<file path="src/rtl/weight_bank_scheduler_pkg.sv">
// rtl/weight_bank_scheduler_pkg.sv - shared widths, bank base address and FSM encoding
// for the weight bank scheduler.
package weight_bank_scheduler_pkg;

    localparam int WEIGHT_WRITE_ADDR_WIDTH = 10;
    localparam int WEIGHT_RAM_HALF         = 512;
    localparam int KERNEL_NUM_WIDTH        = 10;
    localparam int WEIGHT_READ_ADDR_WIDTH  = 10;
    localparam int PARA_KERNEL             = 8;

    typedef enum logic [1:0] {
        ST_IDLE = 2'd0,
        ST_REQ  = 2'd1,
        ST_WAIT = 2'd2,
        ST_GAP  = 2'd3
    } sched_state_t;

endpackage

</file>
<file path="src/rtl/weight_bank_scheduler_kernel_group_counter.sv">
// rtl/weight_bank_scheduler_kernel_group_counter.sv - per-layer group count, load/release
// counters and the layer-complete flag.
module kernel_group_counter #(
    parameter int CNT_WIDTH  = 10,
    parameter int GROUP_SIZE = 8
) (
    input  logic                 clk,
    input  logic                 rst,
    input  logic                 layer_start,
    input  logic [CNT_WIDTH-1:0] kernel_num,
    input  logic                 load_inc,
    input  logic                 rel_inc,
    output logic [CNT_WIDTH-1:0] start_groups,
    output logic [CNT_WIDTH-1:0] load_cnt,
    output logic                 loads_pending,
    output logic                 layer_done
);

    logic [CNT_WIDTH-1:0] groups;
    logic [CNT_WIDTH-1:0] rel_cnt;
    logic [CNT_WIDTH-1:0] rel_cnt_n;
    logic [CNT_WIDTH:0]   padded;
    logic                 started;

    // One extra bit keeps the ceiling rounding from wrapping near the top of the range.
    always_comb begin
        padded        = {1'b0, kernel_num} + (CNT_WIDTH+1)'(GROUP_SIZE - 1);
        start_groups  = CNT_WIDTH'(padded / (CNT_WIDTH+1)'(GROUP_SIZE));
        rel_cnt_n     = rel_cnt + CNT_WIDTH'(rel_inc);
        loads_pending = (load_cnt < groups);
    end

    always_ff @(posedge clk or negedge rst) begin
        if (!rst) begin
            groups     <= '0;
            load_cnt   <= '0;
            rel_cnt    <= '0;
            started    <= 1'b0;
            layer_done <= 1'b0;
        end else if (layer_start) begin
            groups     <= start_groups;
            load_cnt   <= '0;
            rel_cnt    <= '0;
            started    <= 1'b1;
            layer_done <= (start_groups == '0);
        end else begin
            if (load_inc) begin
                load_cnt <= load_cnt + 1'b1;
            end
            rel_cnt    <= rel_cnt_n;
            layer_done <= started && (rel_cnt_n == groups);
        end
    end

endmodule

</file>
<file path="src/rtl/weight_bank_scheduler.sv">
// rtl/weight_bank_scheduler.sv - ping-pong weight RAM bank loader: requests one kernel
// group per bank from the transfer unit while compute drains the other bank.
module weight_bank_scheduler
    import weight_bank_scheduler_pkg::*;
(
    input  logic                               clk,
    input  logic                               rst,
    input  logic                               layer_start,
    input  logic [KERNEL_NUM_WIDTH-1:0]        kernel_num,
    input  logic [WEIGHT_READ_ADDR_WIDTH-1:0]  group_words,
    input  logic                               weight_data_done,
    input  logic                               bank_release,
    output logic                               update_weight_ram,
    output logic [WEIGHT_WRITE_ADDR_WIDTH-1:0] update_weight_ram_addr,
    output logic [WEIGHT_READ_ADDR_WIDTH-1:0]  write_weight_num,
    output logic                               read_bank_ready,
    output logic [WEIGHT_WRITE_ADDR_WIDTH-1:0] read_base_addr,
    output logic [KERNEL_NUM_WIDTH-1:0]        read_group_idx,
    output logic                               layer_weights_done,
    output logic                               busy
);

    localparam logic [WEIGHT_WRITE_ADDR_WIDTH-1:0] BANK1_ADDR =
        WEIGHT_WRITE_ADDR_WIDTH'(WEIGHT_RAM_HALF);

    sched_state_t                state;
    logic [1:0]                  valid;
    logic [1:0]                  valid_n;
    logic                        wr_bank;
    logic                        wr_bank_n;
    logic                        rd_bank;
    logic                        rd_bank_n;
    logic [KERNEL_NUM_WIDTH-1:0] grp_tag [2];
    logic [KERNEL_NUM_WIDTH-1:0] grp_idx_n;
    logic                        load_done;
    logic                        release_ok;
    logic [KERNEL_NUM_WIDTH-1:0] start_groups;
    logic [KERNEL_NUM_WIDTH-1:0] load_cnt;
    logic                        loads_pending;

    assign load_done  = (state == ST_WAIT) && weight_data_done && !layer_start;
    assign release_ok = bank_release && valid[rd_bank] && !layer_start;

    kernel_group_counter #(
        .CNT_WIDTH  (KERNEL_NUM_WIDTH),
        .GROUP_SIZE (PARA_KERNEL)
    ) u_group_counter (
        .clk           (clk),
        .rst           (rst),
        .layer_start   (layer_start),
        .kernel_num    (kernel_num),
        .load_inc      (load_done),
        .rel_inc       (release_ok),
        .start_groups  (start_groups),
        .load_cnt      (load_cnt),
        .loads_pending (loads_pending),
        .layer_done    (layer_weights_done)
    );

    // A completion and a release in one cycle always touch different banks.
    always_comb begin
        valid_n   = valid;
        wr_bank_n = wr_bank;
        rd_bank_n = rd_bank;
        if (layer_start) begin
            valid_n   = 2'b00;
            wr_bank_n = 1'b0;
            rd_bank_n = 1'b0;
        end else begin
            if (load_done) begin
                valid_n[wr_bank] = 1'b1;
                wr_bank_n        = ~wr_bank;
            end
            if (release_ok) begin
                valid_n[rd_bank] = 1'b0;
                rd_bank_n        = ~rd_bank;
            end
        end
        grp_idx_n = grp_tag[rd_bank_n];
        if (load_done && (wr_bank == rd_bank_n)) begin
            grp_idx_n = load_cnt;
        end
    end

    always_ff @(posedge clk or negedge rst) begin
        if (!rst) begin
            state                  <= ST_IDLE;
            valid                  <= 2'b00;
            wr_bank                <= 1'b0;
            rd_bank                <= 1'b0;
            grp_tag[0]             <= '0;
            grp_tag[1]             <= '0;
            update_weight_ram      <= 1'b0;
            update_weight_ram_addr <= '0;
            write_weight_num       <= '0;
            read_bank_ready        <= 1'b0;
            read_base_addr         <= '0;
            read_group_idx         <= '0;
            busy                   <= 1'b0;
        end else begin
            valid           <= valid_n;
            wr_bank         <= wr_bank_n;
            rd_bank         <= rd_bank_n;
            read_bank_ready <= valid_n[rd_bank_n];
            read_base_addr  <= rd_bank_n ? BANK1_ADDR : '0;
            read_group_idx  <= grp_idx_n;
            if (load_done) begin
                grp_tag[wr_bank] <= load_cnt;
            end

            if (layer_start) begin
                write_weight_num       <= group_words;
                update_weight_ram_addr <= '0;
                if (state == ST_REQ || state == ST_WAIT) begin
                    // An in-flight request still needs its low gap before the next one.
                    state             <= ST_GAP;
                    update_weight_ram <= 1'b0;
                    busy              <= 1'b1;
                end else if (state == ST_IDLE && start_groups != '0) begin
                    state             <= ST_REQ;
                    update_weight_ram <= 1'b1;
                    busy              <= 1'b1;
                end else begin
                    state             <= ST_IDLE;
                    update_weight_ram <= 1'b0;
                    busy              <= 1'b0;
                end
            end else begin
                case (state)
                    ST_IDLE: begin
                        if (loads_pending && !valid[wr_bank]) begin
                            state                  <= ST_REQ;
                            update_weight_ram      <= 1'b1;
                            update_weight_ram_addr <= wr_bank ? BANK1_ADDR : '0;
                            busy                   <= 1'b1;
                        end
                    end
                    // Done seen here is left over from the previous load; skip it.
                    ST_REQ:  state <= ST_WAIT;
                    ST_WAIT: begin
                        if (weight_data_done) begin
                            state             <= ST_GAP;
                            update_weight_ram <= 1'b0;
                        end
                    end
                    ST_GAP: begin
                        state <= ST_IDLE;
                        busy  <= 1'b0;
                    end
                    default: state <= ST_IDLE;
                endcase
            end
        end
    end

endmodule

</file>
<file path="config.mk">
export PLATFORM = sky130hd
export DESIGN_NAME = weight_bank_scheduler
export DESIGN_NICKNAME = d
export VERILOG_FILES = /design/src/rtl/weight_bank_scheduler_pkg.sv /design/src/rtl/weight_bank_scheduler_kernel_group_counter.sv /design/src/rtl/weight_bank_scheduler.sv
export SDC_FILE = /design/constraint.sdc
export NUM_CORES = 1
export LEC_CHECK = 0
export BUFFER_PORTS_ARGS = -buffer_cell sky130_fd_sc_hd__buf_2
export CAP_MARGIN = 25
export CORE_MARGIN = 5
export CORE_UTILIZATION = 45
export DETAILED_ROUTE_END_ITERATION = 7
export PLACE_DENSITY = 0.66
export SKIP_LAST_GASP = 1
export SYNTH_ARGS = -nofsm -noshare
export SYNTH_HDL_FRONTEND = slang
export SYNTH_SLANG_ARGS = --single-unit
</file>
<file path="constraint.sdc">
create_clock -name clk -period 2.5 [get_ports clk]
set_input_delay 0.375 -clock clk [delete_from_list [all_inputs] [get_ports clk]]
set_output_delay 0.375 -clock clk [all_outputs]
set_load 0.01 [all_outputs]
</file>
; Word-level counts from Yosys, hierarchy flattened
; Cells that the tools add are included.
[classes]
add_sub_neg = 3
magnitude_cmp = 9
n_mul = 0
eq_ne = 7
n_bitwise = 7
shifts = 0
reduce_logical = 26
div = 0
mux = 49
[op_table]
columns = cell, n
row1 = $mux W10, 13
row2 = $mux W1, 21
row3 = $bwmux W20, 1
row4 = $mux W2, 8
row5 = $add A10 B3 Y11 const B, 1
row6 = $logic_and A1 B1 Y1, 11
row7 = $add A10 B1 Y10, 1
row8 = $add A10 B1 Y10 const B, 1
row9 = $demux W10 S1, 1
row10 = $eq A10 B8 Y1, 1
row11 = $logic_not A10 Y1, 1
row12 = $lt A10 B8 Y1, 1
row13 = $reduce_bool A10 Y1, 1
row14 = $pmux W2 S4, 1
row15 = $lt A1 B2 Y1 const B, 3
row16 = $reduce_and A2 Y1, 3
row17 = $reduce_bool A2 Y1, 3
row18 = $reduce_bool A3 Y1, 2
row19 = $eq A2 B2 Y1 const B, 2
row20 = $ge A2 B2 Y1 const B, 2
row21 = $not A1 Y2, 2
row22 = $pmux W1 S2, 2
row23 = $ne A3 B2 Y1 const B, 1
row24 = $ne A3 B3 Y1 const B, 1
row25 = other kinds (13), 17
[totals]
mem_bits_rw = 0
memories = 0
latch_bits = 0
word_cells = 119
in_bits = 25
reg_bits = 99
mem_bits_ro = 0

; Depth between registers and ports, before layout
; Gate-level depths: netlist of run 1.
[logic_depth]
word_depth = 12
ltp_mapped = 13
ltp_nobuf = 10

; Modules after synthesis
; From an unflattened synthesis of run 1, not the netlist that was laid out.
[unflattened]
cells_unflattened = 363
area_unflattened_um2 = 4149.0
[by_module_without_submodules]
columns = module, cells_per_inst, area_per_inst_um2, n_inst, seq_area_each_um2
row1 = weight_bank_scheduler, 179, 2361.0, 1, 1251.2
row2 = kernel_group_counter, 184, 1788.0, 1, 750.7

; Worst setup path after synthesis of run 1
; Ideal clock, no wire load.
[synth_path]
kind = input to register
start = input layer_start
end = register u_group_counter.layer_done
arrival_ps = 2400
setup_ps = 92
cell_stages = 11
path_slack_ps = 8
cell_sequence = buf_2 buf_2 buf_1 nor3b_1 ha_1 ha_1 and3_1 clkbuf_1 nand3_1 o21a_1 o31ai_2
[synth_between]
elab_chain_len = 6
[synth_rtl]
columns = element, line_no
row1 = from (decl), weight_bank_scheduler.sv:8  ; input logic layer_start,
row2 = $logic_not A1 Y1, weight_bank_scheduler.sv:42  ; assign release_ok = bank_release && valid[rd_bank] && !layer_start;
row3 = $logic_and A1 B1 Y1, weight_bank_scheduler.sv:42
row4 = $add A10 B1 Y10, weight_bank_scheduler_kernel_group_counter.sv:29  ; rel_cnt_n = rel_cnt + CNT_WIDTH'(rel_inc);
row5 = $eq A10 B8 Y1, weight_bank_scheduler_kernel_group_counter.sv:51  ; layer_done <= started && (rel_cnt_n == groups);
row6 = $logic_and A1 B1 Y1, weight_bank_scheduler_kernel_group_counter.sv:51
row7 = $mux W1 *, weight_bank_scheduler_kernel_group_counter.sv:40  ; end else if (layer_start) begin
row8 = to (signal assigned), weight_bank_scheduler_kernel_group_counter.sv:45  ; layer_done <= (start_groups == '0);
row9 = to (signal assigned), weight_bank_scheduler_kernel_group_counter.sv:51
row10 = to (decl), weight_bank_scheduler_kernel_group_counter.sv:16  ; output logic layer_done
; Mark *: on every way between the ends. The rest lies on a longest branch, timed or not.
; A chain may end at the register's enable or synchronous reset.

==> impl_metrics.py, run 1 <==
metrics = {
    "status": {
        "outcome": "complete, no violations",
    },
    "layout": {
        "final.fill_count": 830,
        "finalInstanceArea_um2": 4670,
        "synthToLayoutAreaGrowth_pct": 12.8,
        "final-seq-area_um2": 2000,
        "antenna_cells": 0,
        "multi_input_area_um2": 1930,
        "fin_util_pct": 51.3,
        "nets": 475,
        "drive_gt1_share_pct": 25.4,
    },
    "global_route": {
        "grt_pass1_wl_um": 13300,
        "grt_pass1_vias": 2892,
        "antenna_found_initial": 0,
        "groute.usage.overall_pct": 14.7,
        "overflow": 0,
        "grt_max_degree": 62,
    },
    "logic_synthesis": {
        "yosysMostFrequentCell": "dfrtp_1",
        "synthTopCellsByCount": "dfrtp_1, nor2_1, a21oi_1, mux2_2",
        "synth_area_leaders": "dfrtp_1, mux2_2, ha_1",
        "syn_inst": 385,
        "yosysWarnings": 0,
        "synth.top_cell.area_share_pct": 48.4,
        "syn_avg_cell_area_um2": 10.8,
        "synth_cell_types": 54,
        "synthFlopType": "dfrtp_1",
        "synth_area_leader_cell": "dfrtp_1",
        "seq_area_frac_synth_pct": 48.4,
        "synth_edf_count": 0,
        "synth_area_um2": 4140,
        "async_flop_share_pct": 100,
        "ys_seq_elements": 80,
    },
    "sta": {
        "rsz0062_at_grt": "false",
        "worst_pin_slew_ns": 0.654,
        "tns_ns": 0,
        "slew_violations": 0,
        "clock_skew_ns": 0.0114,
        "period_needed_ns": 2.22,
        "relSlewSlack_pct": 56.4,
        "finalCritPeriodShare_pct": 88.6,
        "timing.hold.ws_ns": 0.0425,
        "finalSetupViolations": 0,
        "hold_viol_final": 0,
        "max_freq_mhz": 451,
    },
    "floorplanning": {
        "core_area_um2": 9110,
        "die_x_um": 106,
        "rows": 35,
        "dieArea_um2": 11200,
        "fp.dieH_um": 106,
        "io_pins": 69,
        "start_util_pct": 45.4,
    },
    "setup_path": {
        "arrival_ns": 2.45,
        "r2r_slack_ns": 0.28,
        "cp-start-kind": "register",
        "cp-end-kind": "register",
        "cp.required_ns": 2.73,
        "critical_path_class": "register to register",
        "crit_path_max_fanout": 6,
    },
    "power": {
        "pwr_density_cell_nw_per_um2": 694,
        "peakVddDrop_mv": 0.421,
        "p_leak_nw": 2.27,
    },
    "clock_tree": {
        "post_cts_buffers": 0,
        "cts_max_path_buffers": 2,
        "clock-root-buffer": "clkbuf_8",
        "cts_hold_buffers": 0,
        "cts.reportedPaths.clkPinSlew_ns": 0.09,
        "numCtsBuffers": 9,
        "cts.sinks": 80,
        "cts_tree": "done",
        "cts_resized": 0,
        "htreeDepth": 3,
        "clk-insertion-delay-late_ns": 0.35,
    },
    "detailed_routing": {
        "m1WireLength_um": 3780,
        "vias": 2855,
        "viasPerCell": 5.17,
        "first_pass_iters": 4,
        "top_layer": "met4",
        "ant_nets": 0,
        "wl_per_cell_um": 14.5,
        "first_iter_violations": 130,
        "wirelength_um": 8000,
        "dr_wl_met3_um": 338,
        "met2_length_um": 3770,
        "route.detailed.drc": 0,
    },
    "hold_path": {
        "hp-class": "input port to asynchronous set/reset pin",
    },
    "place": {
        "place_area_um2": 4450,
        "place_hpwl_um": 5860,
        "gp_congestion": 0.867,
        "place.port_buffers": 50,
    },
    "job": {
        "drv_cap": 0,
    },
}
## final timing paths
kind                                                           from                                       to  depth (start not counted)
worst max-delay path                    read_base_addr[9]$_DFF_PN0_     u_group_counter.layer_done$_DFF_PN0_                         10
min in group clk                                     group_words[2]          write_weight_num[2]$_DFFE_PN0P_                          2
worst min register to register  u_group_counter.started$_DFFE_PN0P_      u_group_counter.started$_DFFE_PN0P_                          1
max in group asynchronous                                       rst  u_group_counter.load_cnt[4]$_DFFE_PN0P_                          2
worst max register to register          read_base_addr[9]$_DFF_PN0_     u_group_counter.layer_done$_DFF_PN0_                         10
worst min-delay path                                            rst                  grp_tag[12]$_DFFE_PN0P_                          1
## sequential cells by signal (all words and copies together), names as in the netlist, 2 cells and up
| name | flops |
|---|---|
| grp_tag | 20 |
| read_group_idx | 10 |
| state | 2 |
| u_group_counter.groups | 8 |
| u_group_counter.load_cnt | 10 |
| u_group_counter.rel_cnt | 10 |
| valid | 2 |
| write_weight_num | 10 |
## stage by stage
step / cells / total power [W] / setup slack [ns]
final: 552 / 0.00324 / 0.284
after CTS: 552 / 0.00329 / 0.281
after floorplan: 402 / 0.00201 / 0.00800
after global placement: 536 / 0.00221 / 0.381
after global routing: 552 / 0.00342 / 0.0562
after detailed placement: 536 / 0.00223 / 0.304
## worst max-delay path, cell delays in order, from the launching register on
cell and delay [ns]:
dfrtp_1 0.44, mux2i_1 0.14, nor3b_1 0.27, ha_1 0.20, ha_1 0.19, and3_1 0.27
o21ai_0 0.13, a22oi_1 0.15, nor2_1 0.05, a21oi_1 0.17, o31ai_2 0.09
## per-layer routing
metal	up-vias	global-route usage, %
met4	0	5.37
met1	1389	19.4
met5	-	0
met2	68	24.0
met3	11	3.28
li1	1387	-
## cells in the final DEF (no fill, tap or decap), types with 4 or more instances in the layout
cell type  synthesis  layout
a21oi_1           28      28
and3_1             5       5
buf_2              5      49
buf_4             21       5
clkbuf_8           0       9
conb_1             1      18
dfrtp_1           80      80
ha_1              14      14
inv_1             15      15
mux2_1             4       4
mux2_2            27      27
mux2i_1           14      14
nand2_1           21      21
nand2b_1           6       6
nand3_1            9       9
nand4_1            5       5
nor2_1            41      41
nor3_1             4       4
o21ai_0            8       8
or3_1              4       4
xnor2_1           18      18
xor2_1            12      12
## kinds of logic (layout without fill, tap and decap cells)
group / Yosys count / after routing / synth area share (%)
AOI/OAI and AO/OA: 58 / 58 / 9.64
xor gates and xnor gates: 30 / 30 / 6.35
and+or+nand+nor: 108 / 108 / 12.6
muxes: 46 / 46 / 12.2
adders and majority gates: 14 / 14 / 4.23
DFF: 80 / 80 / 48.4
buffers and inverters: 48 / 87 / 6.50
other: 1 / 18 / 0.0906
## where the power goes
group | switching (W) | internal (W)
clock network | 0.000485 | 0.000564
registers | 0.0000820 | 0.00142
logic | 0.000388 | 0.000307
total | 0.000955 | 0.00229
## cell type report
type                       count  area share [%]
clock buffer                   9            2.65
clock inverter                 7            2.04
inverter                      15            1.21
multi-input combinational    274            41.4
sequential                    80            42.9
tap                          111            2.97
timing repair buffer          56            6.91
Power figures use the tool's default switching activity.
==> run 2: changes to the inputs <==
- CELL_PAD_IN_SITES_DETAIL_PLACEMENT: unset -> 0
- CELL_PAD_IN_SITES_GLOBAL_PLACEMENT: unset -> 1
- CORE_UTILIZATION: 45 -> 44
- PLACE_DENSITY: 0.66 -> unset
- PLACE_DENSITY_LB_ADDON: unset -> 0.1
==> run 2 against run 1 <==
Power shrank 5.4%. Clock skew shrank 0.0017 ns. Global-route usage grew 1.1 points. Wire length grew 5.0%. Clock power shrank 16%. Combinational power shrank 1%. First-iteration DRC count shrank 35%. Worst hold slack gained 0.060 ns. Setup slack gained 0.018 ns. Fmax grew 0.82%. Non-clock buffer count grew 2. Largest cell class unchanged. Largest power group unchanged. Highest routed layer unchanged.
==> impl_metrics.py, run 2 (synthesis gave the netlist of run 1 again) <==
metrics = {
    "setup_path": {
        "cp-start-kind": "register",
        "cp-end-kind": "register",
        "crit_path_max_fanout": 6,
        "arrival_ns": 2.46,
        "cp.required_ns": 2.76,
        "critical_path_class": "register to register",
    },
    "floorplanning": {
        "start_util_pct": 45.0,
        "die_x_um": 107,
        "rows": 35,
        "dieArea_um2": 11400,
        "core_area_um2": 9200,
        "io_pins": 69,
        "fp.dieH_um": 107,
    },
    "sta": {
        "slew_violations": 0,
        "finalCritPeriodShare_pct": 87.9,
        "worst_pin_slew_ns": 0.777,
        "tns_ns": 0,
        "rsz0062_at_grt": "false",
        "finalSetupViolations": 0,
        "hold_viol_final": 0,
        "clock_skew_ns": 0.00967,
        "max_freq_mhz": 455,
        "relSlewSlack_pct": 48.2,
        "period_needed_ns": 2.20,
        "fin_ws_ns": 0.302,
    },
    "detailed_routing": {
        "ant_nets": 0,
        "viasPerCell": 5.12,
        "first_iter_violations": 85,
        "vias": 2827,
        "first_pass_iters": 4,
        "wl_per_cell_um": 15.2,
        "wirelength_um": 8400,
        "route.detailed.drc": 0,
    },
    "layout": {
        "largest_register_ffs": 20,
        "antenna_cells": 0,
        "drive_gt1_share_pct": 25.4,
        "synthToLayoutAreaGrowth_pct": 11.7,
        "nets": 477,
        "regMostFlops": "grp_tag",
        "final.fill_count": 854,
        "final_cell_mix": "dfrtp_1, buf_2, nor2_1",
        "final_common_cell": "dfrtp_1",
        "finalInstanceArea_um2": 4620,
    },
    "power": {
        "p_switching_w": 0.000919,
        "peakVddDrop_mv": 0.279,
        "p_leak_nw": 2.24,
        "internal_power_w": 0.00215,
        "switching_share_pct": 29.9,
        "power_frac_comb_pct": 22.4,
        "pwr_density_cell_nw_per_um2": 664,
        "seqPwrFrac_pct": 48.9,
        "p_clk_share_pct": 28.6,
    },
    "global_route": {
        "groute.usage.overall_pct": 15.9,
        "grt_max_degree": 62,
        "overflow": 0,
        "antenna_found_initial": 0,
        "grt_pass1_wl_um": 14400,
        "grt_pass1_vias": 2904,
    },
    "clock_tree": {
        "cts_resized": 0,
        "cts_hold_buffers": 0,
        "clk-insertion-delay-late_ns": 0.35,
        "cts.sinks": 80,
        "clock-root-buffer": "clkbuf_8",
        "cts_tree": "done",
        "cts.reportedPaths.clkPinSlew_ns": 0.08,
        "cts_max_path_buffers": 2,
        "numCtsBuffers": 9,
        "htreeDepth": 3,
        "post_cts_buffers": 0,
    },
    "hold_path": {
        "hp-class": "input port to asynchronous set/reset pin",
    },
    "place": {
        "place.port_buffers": 50,
        "dp_worst_setup_slack_ns": 0.282,
        "gp_congestion": 0.807,
        "place_hpwl_um": 6140,
        "place_area_um2": 4440,
    },
    "status": {
        "outcome": "complete, no violations",
    },
    "job": {
        "drv_cap": 0,
    },
}
run 2: cell count changes in the layout (fill, tap and decap cells not counted):
| cell | before | now |
|---|---|---|
| buf_4 | 5 | 9 |
| clkinv_2 | 2 | 0 |
| inv_6 | 1 | 0 |
| bufinv_16 | 2 | 0 |
| clkinv_4 | 1 | 0 |
| clkinvlp_4 | 1 | 2 |
| buf_12 | 2 | 0 |
| clkbuf_8 | 9 | 12 |
run 2: metal layers:
layer | track usage (%) | part of all wire [%] | up-vias | wire [um]
met4 | 6.30 | 1.4 | 0 | 117
met2 | 23.6 | 44 | 63 | 3740
met5 | 0 | 0 | - | 0
met3 | 2.47 | 4.1 | 10 | 345
li1 | - | - | 1392 | -
met1 | 23.2 | 50 | 1362 | 4200
run 2: layout make-up:
type	count	area (um^2)	area share (%)
Sequential cell	80	2000	43.3
Multi-Input combinational cell	274	1930	41.8
Tap cell	111	139	3.00
Clock buffer	12	165	3.57
Clock inverter	2	15.0	0.325
Inverter	15	56.3	1.22
Timing Repair Buffer	58	313	6.77
run 2: critical path, cell delays in order, from the launching register on:
cell and delay [ns]:
dfrtp_1 0.43, mux2i_1 0.14, nor3b_1 0.26, ha_1 0.23
nand3_1 0.13, nor3_1 0.35, a21oi_1 0.07, a21oi_1 0.18
nand4_1 0.14, o31ai_2 0.19
run 2: stage by stage:
step | power, W | cells | util, % | hold WS (ns)
after floorplan | 0.00201 | 402 | - | 0.0794
after global placement | 0.00221 | 538 | 48.3 | 0.467
after detailed placement | 0.00222 | 538 | 48.3 | 0.456
after CTS | 0.00312 | 552 | 50.3 | 0.130
after global routing | 0.00325 | 552 | 50.3 | 0.160
final | 0.00307 | 552 | 50.3 | 0.103
run 2: power by group through the flow:
stage               Clock (W)  Sequential [W]  Combinational [W]
floorplan                   0         0.00154           0.000465
global placement            0         0.00152           0.000692
detailed placement          0         0.00153           0.000697
CTS                  0.000919         0.00150           0.000698
global route         0.000964         0.00152           0.000769
finish               0.000879         0.00150           0.000687
run 2: path summary, 6_finish.rpt:
check | to | from | cells past startpoint | slack (ns)
setup / recovery | u_group_counter.layer_done$_DFF_PN0_ | read_base_addr[9]$_DFF_PN0_ | 9 | 0.30
hold / removal | read_group_idx[3]$_DFF_PN0_ | rst | 1 | 0.10
setup reg to reg | u_group_counter.layer_done$_DFF_PN0_ | read_base_addr[9]$_DFF_PN0_ | 9 | 0.30
hold reg to reg | u_group_counter.started$_DFFE_PN0P_ | u_group_counter.started$_DFFE_PN0P_ | 1 | 0.47
max in group asynchronous | state[1]$_DFFE_PN0P_ | rst | 2 | 1.71
min in group clk | write_weight_num[3]$_DFFE_PN0P_ | group_words[3] | 2 | 0.25
==> run 3: changes to the inputs <==
- BUFFER_PORTS_ARGS: -buffer_cell sky130_fd_sc_hd__buf_2 -> unset
- CORE_UTILIZATION: 44 -> 45
- DONT_BUFFER_PORTS: unset -> 1
==> run 3 against run 2 <==
Global-route usage down 0.35 points. Combinational power shrank 21%. Fmax grew 0.17%. Cell count shrank 8.9%. Clock power shrank 0.7%. First-iteration DRC count up 19%. Power decreased by 3.5%. Non-clock buffer count down 51. Highest routed layer unchanged. Count of clock-buffer cells in the layout fell by 2. Via count down 5.9%.
==> impl_metrics.py, run 3 (synthesis gave the netlist of run 1 again) <==
metrics = {
    "sta": {
        "worst_pin_slew_ns": 0.600,
        "tns_ns": 0,
        "relSlewSlack_pct": 59.9,
        "hold_viol_final": 0,
        "clock_skew_ns": 0.0149,
        "rsz0062_at_grt": "false",
        "finalCritPeriodShare_pct": 87.8,
        "fin_ws_ns": 0.305,
        "finalSetupViolations": 0,
        "slew_violations": 0,
        "period_needed_ns": 2.19,
        "max_freq_mhz": 456,
    },
    "floorplanning": {
        "die_x_um": 106,
        "io_pins": 69,
        "core_area_um2": 9110,
        "rows": 35,
        "start_util_pct": 45.4,
        "dieArea_um2": 11200,
        "fp.dieH_um": 106,
    },
    "layout": {
        "multi_input_area_um2": 1930,
        "final.fill_count": 841,
        "synthToLayoutAreaGrowth_pct": 5.92,
        "final-seq-area_um2": 2000,
        "drive_gt1_share_pct": 15.8,
        "final_common_cell": "dfrtp_1",
        "largest_register_ffs": 20,
        "final_cell_mix": "dfrtp_1, nor2_1, a21oi_1",
        "nets": 426,
        "regMostFlops": "grp_tag",
        "antenna_cells": 0,
    },
    "clock_tree": {
        "numCtsBuffers": 9,
        "cts.sinks": 80,
        "clk-insertion-delay-late_ns": 0.35,
        "cts_tree": "done",
        "cts_max_path_buffers": 2,
        "cts.reportedPaths.clkPinSlew_ns": 0.08,
        "clock-root-buffer": "clkbuf_8",
        "htreeDepth": 3,
    },
    "global_route": {
        "groute.usage.overall_pct": 15.5,
        "grt_pass1_vias": 2759,
        "overflow": 0,
        "grt_max_degree": 81,
        "antenna_found_initial": 0,
        "grt_pass1_wl_um": 13900,
    },
    "place": {
        "gp_congestion": 0.813,
        "place.port_buffers": 0,
        "place_hpwl_um": 5670,
        "dp_worst_setup_slack_ns": 0.269,
    },
    "hold_path": {
        "worstHoldStart": "layer_start",
        "hp-class": "input port to register",
    },
    "detailed_routing": {
        "first_iter_violations": 101,
        "viasPerCell": 5.29,
        "wl_per_cell_um": 16.0,
        "first_pass_iters": 4,
        "vias": 2661,
        "route.detailed.drc": 0,
        "wirelength_um": 8060,
        "ant_nets": 0,
    },
    "power": {
        "pwr_density_cell_nw_per_um2": 675,
        "p_leak_nw": 2.03,
        "peakVddDrop_mv": 0.362,
    },
    "setup_path": {
        "cp_slowest_cell": "dfrtp_1",
        "arrival_ns": 2.46,
        "cp-start-kind": "register",
        "critical_path_buf_inv_count": 0,
        "cp-end-kind": "register",
        "r2r_start": "valid[1]$_DFF_PN0_",
        "crit_path_max_fanout": 5,
        "critical_path.top_delay_family": "simple AND/OR/NAND/NOR gates",
        "cp_cell_sequence": "mux2i_1 -> nor3b_1 -> ha_1 -> ha_1 -> and3_1 -> nand3_1 -> o21a_1 -> o31ai_2",
        "max_stage_delay_ns": 0.43,
        "cp.required_ns": 2.76,
        "critical_path_class": "register to register",
        "startpoint": "valid[1]$_DFF_PN0_",
        "crit_top_cell": "ha_1",
    },
    "status": {
        "outcome": "complete, no violations",
    },
    "job": {
        "drv_cap": 0,
    },
}
[run 3: cell types whose count changed in the layout (fill, tap and decap cells not counted)]
cell,before,now
inv_6,0,1
buf_16,0,1
clkbuf_8,12,10
buf_4,9,5
clkinv_4,0,1
dlygate4sd3_1,0,1
clkinv_2,0,2
buf_2,49,0
[run 3: stage by stage]
step	power [W]	hold slack, ns	cell area [um^2]	utilization (%)	std cells
finish	0.00296	0.0878	4380	48.1	503
detailed placement	0.00209	0.0817	4170	45.7	485
CTS	0.00301	0.0645	4380	48.1	503
global route	0.00315	0.0631	4380	48.1	503
global placement	0.00208	0.0818	4170	45.7	485
floorplan	0.00201	0.0794	4200	-	402
[run 3: path summary, 6_finish.rpt]
| check | endpoint | slack, ns | depth (start not counted) |
|---|---|---|---|
| max in group asynchronous | state[1]$_DFFE_PN0P_ | 1.58 | 2 |
| min reg2reg | u_group_counter.started$_DFFE_PN0P_ | 0.48 | 1 |
| max reg2reg | u_group_counter.layer_done$_DFF_PN0_ | 0.31 | 8 |
| min | u_group_counter.rel_cnt[8]$_DFF_PN0_ | 0.09 | 1 |
| min in group asynchronous | read_group_idx[3]$_DFF_PN0_ | 0.56 | 2 |
| max | u_group_counter.layer_done$_DFF_PN0_ | 0.31 | 8 |
[run 3: routing by layer]
metal | routed length [um] | global-route usage (%) | vias up
li1 | - | - | 1295
met1 | 3990 | 22.6 | 1293
met2 | 3520 | 22.8 | 62
met3 | 426 | 3.34 | 11
met4 | 126 | 5.55 | 0
met5 | 0 | 0 | -
[run 3: area by class of cell]
class	count	share of cell area, %
sequential	80	45.7
multi-input combinational	274	44.1
clock buffer	10	3.14
tap	111	3.17
timing repair buffer	7	1.71
clock inverter	6	0.970
inverter	15	1.28
[run 3: timing repair]
item	in CTS	in global routing
hold buffers	2	0
endpoints found under the hold margin	80	0
setup buffers	0	0
gates resized for setup	0	0
[run 3: report_power, final]
| part | switching (W) | leakage (nW) | internal [W] | total, W |
|---|---|---|---|---|
| Clock | 0.000484 | 0.0887 | 0.000389 | 0.000873 |
| Sequential | 0.000127 | 1.06 | 0.00142 | 0.00154 |
| Combinational | 0.000298 | 0.884 | 0.000243 | 0.000542 |
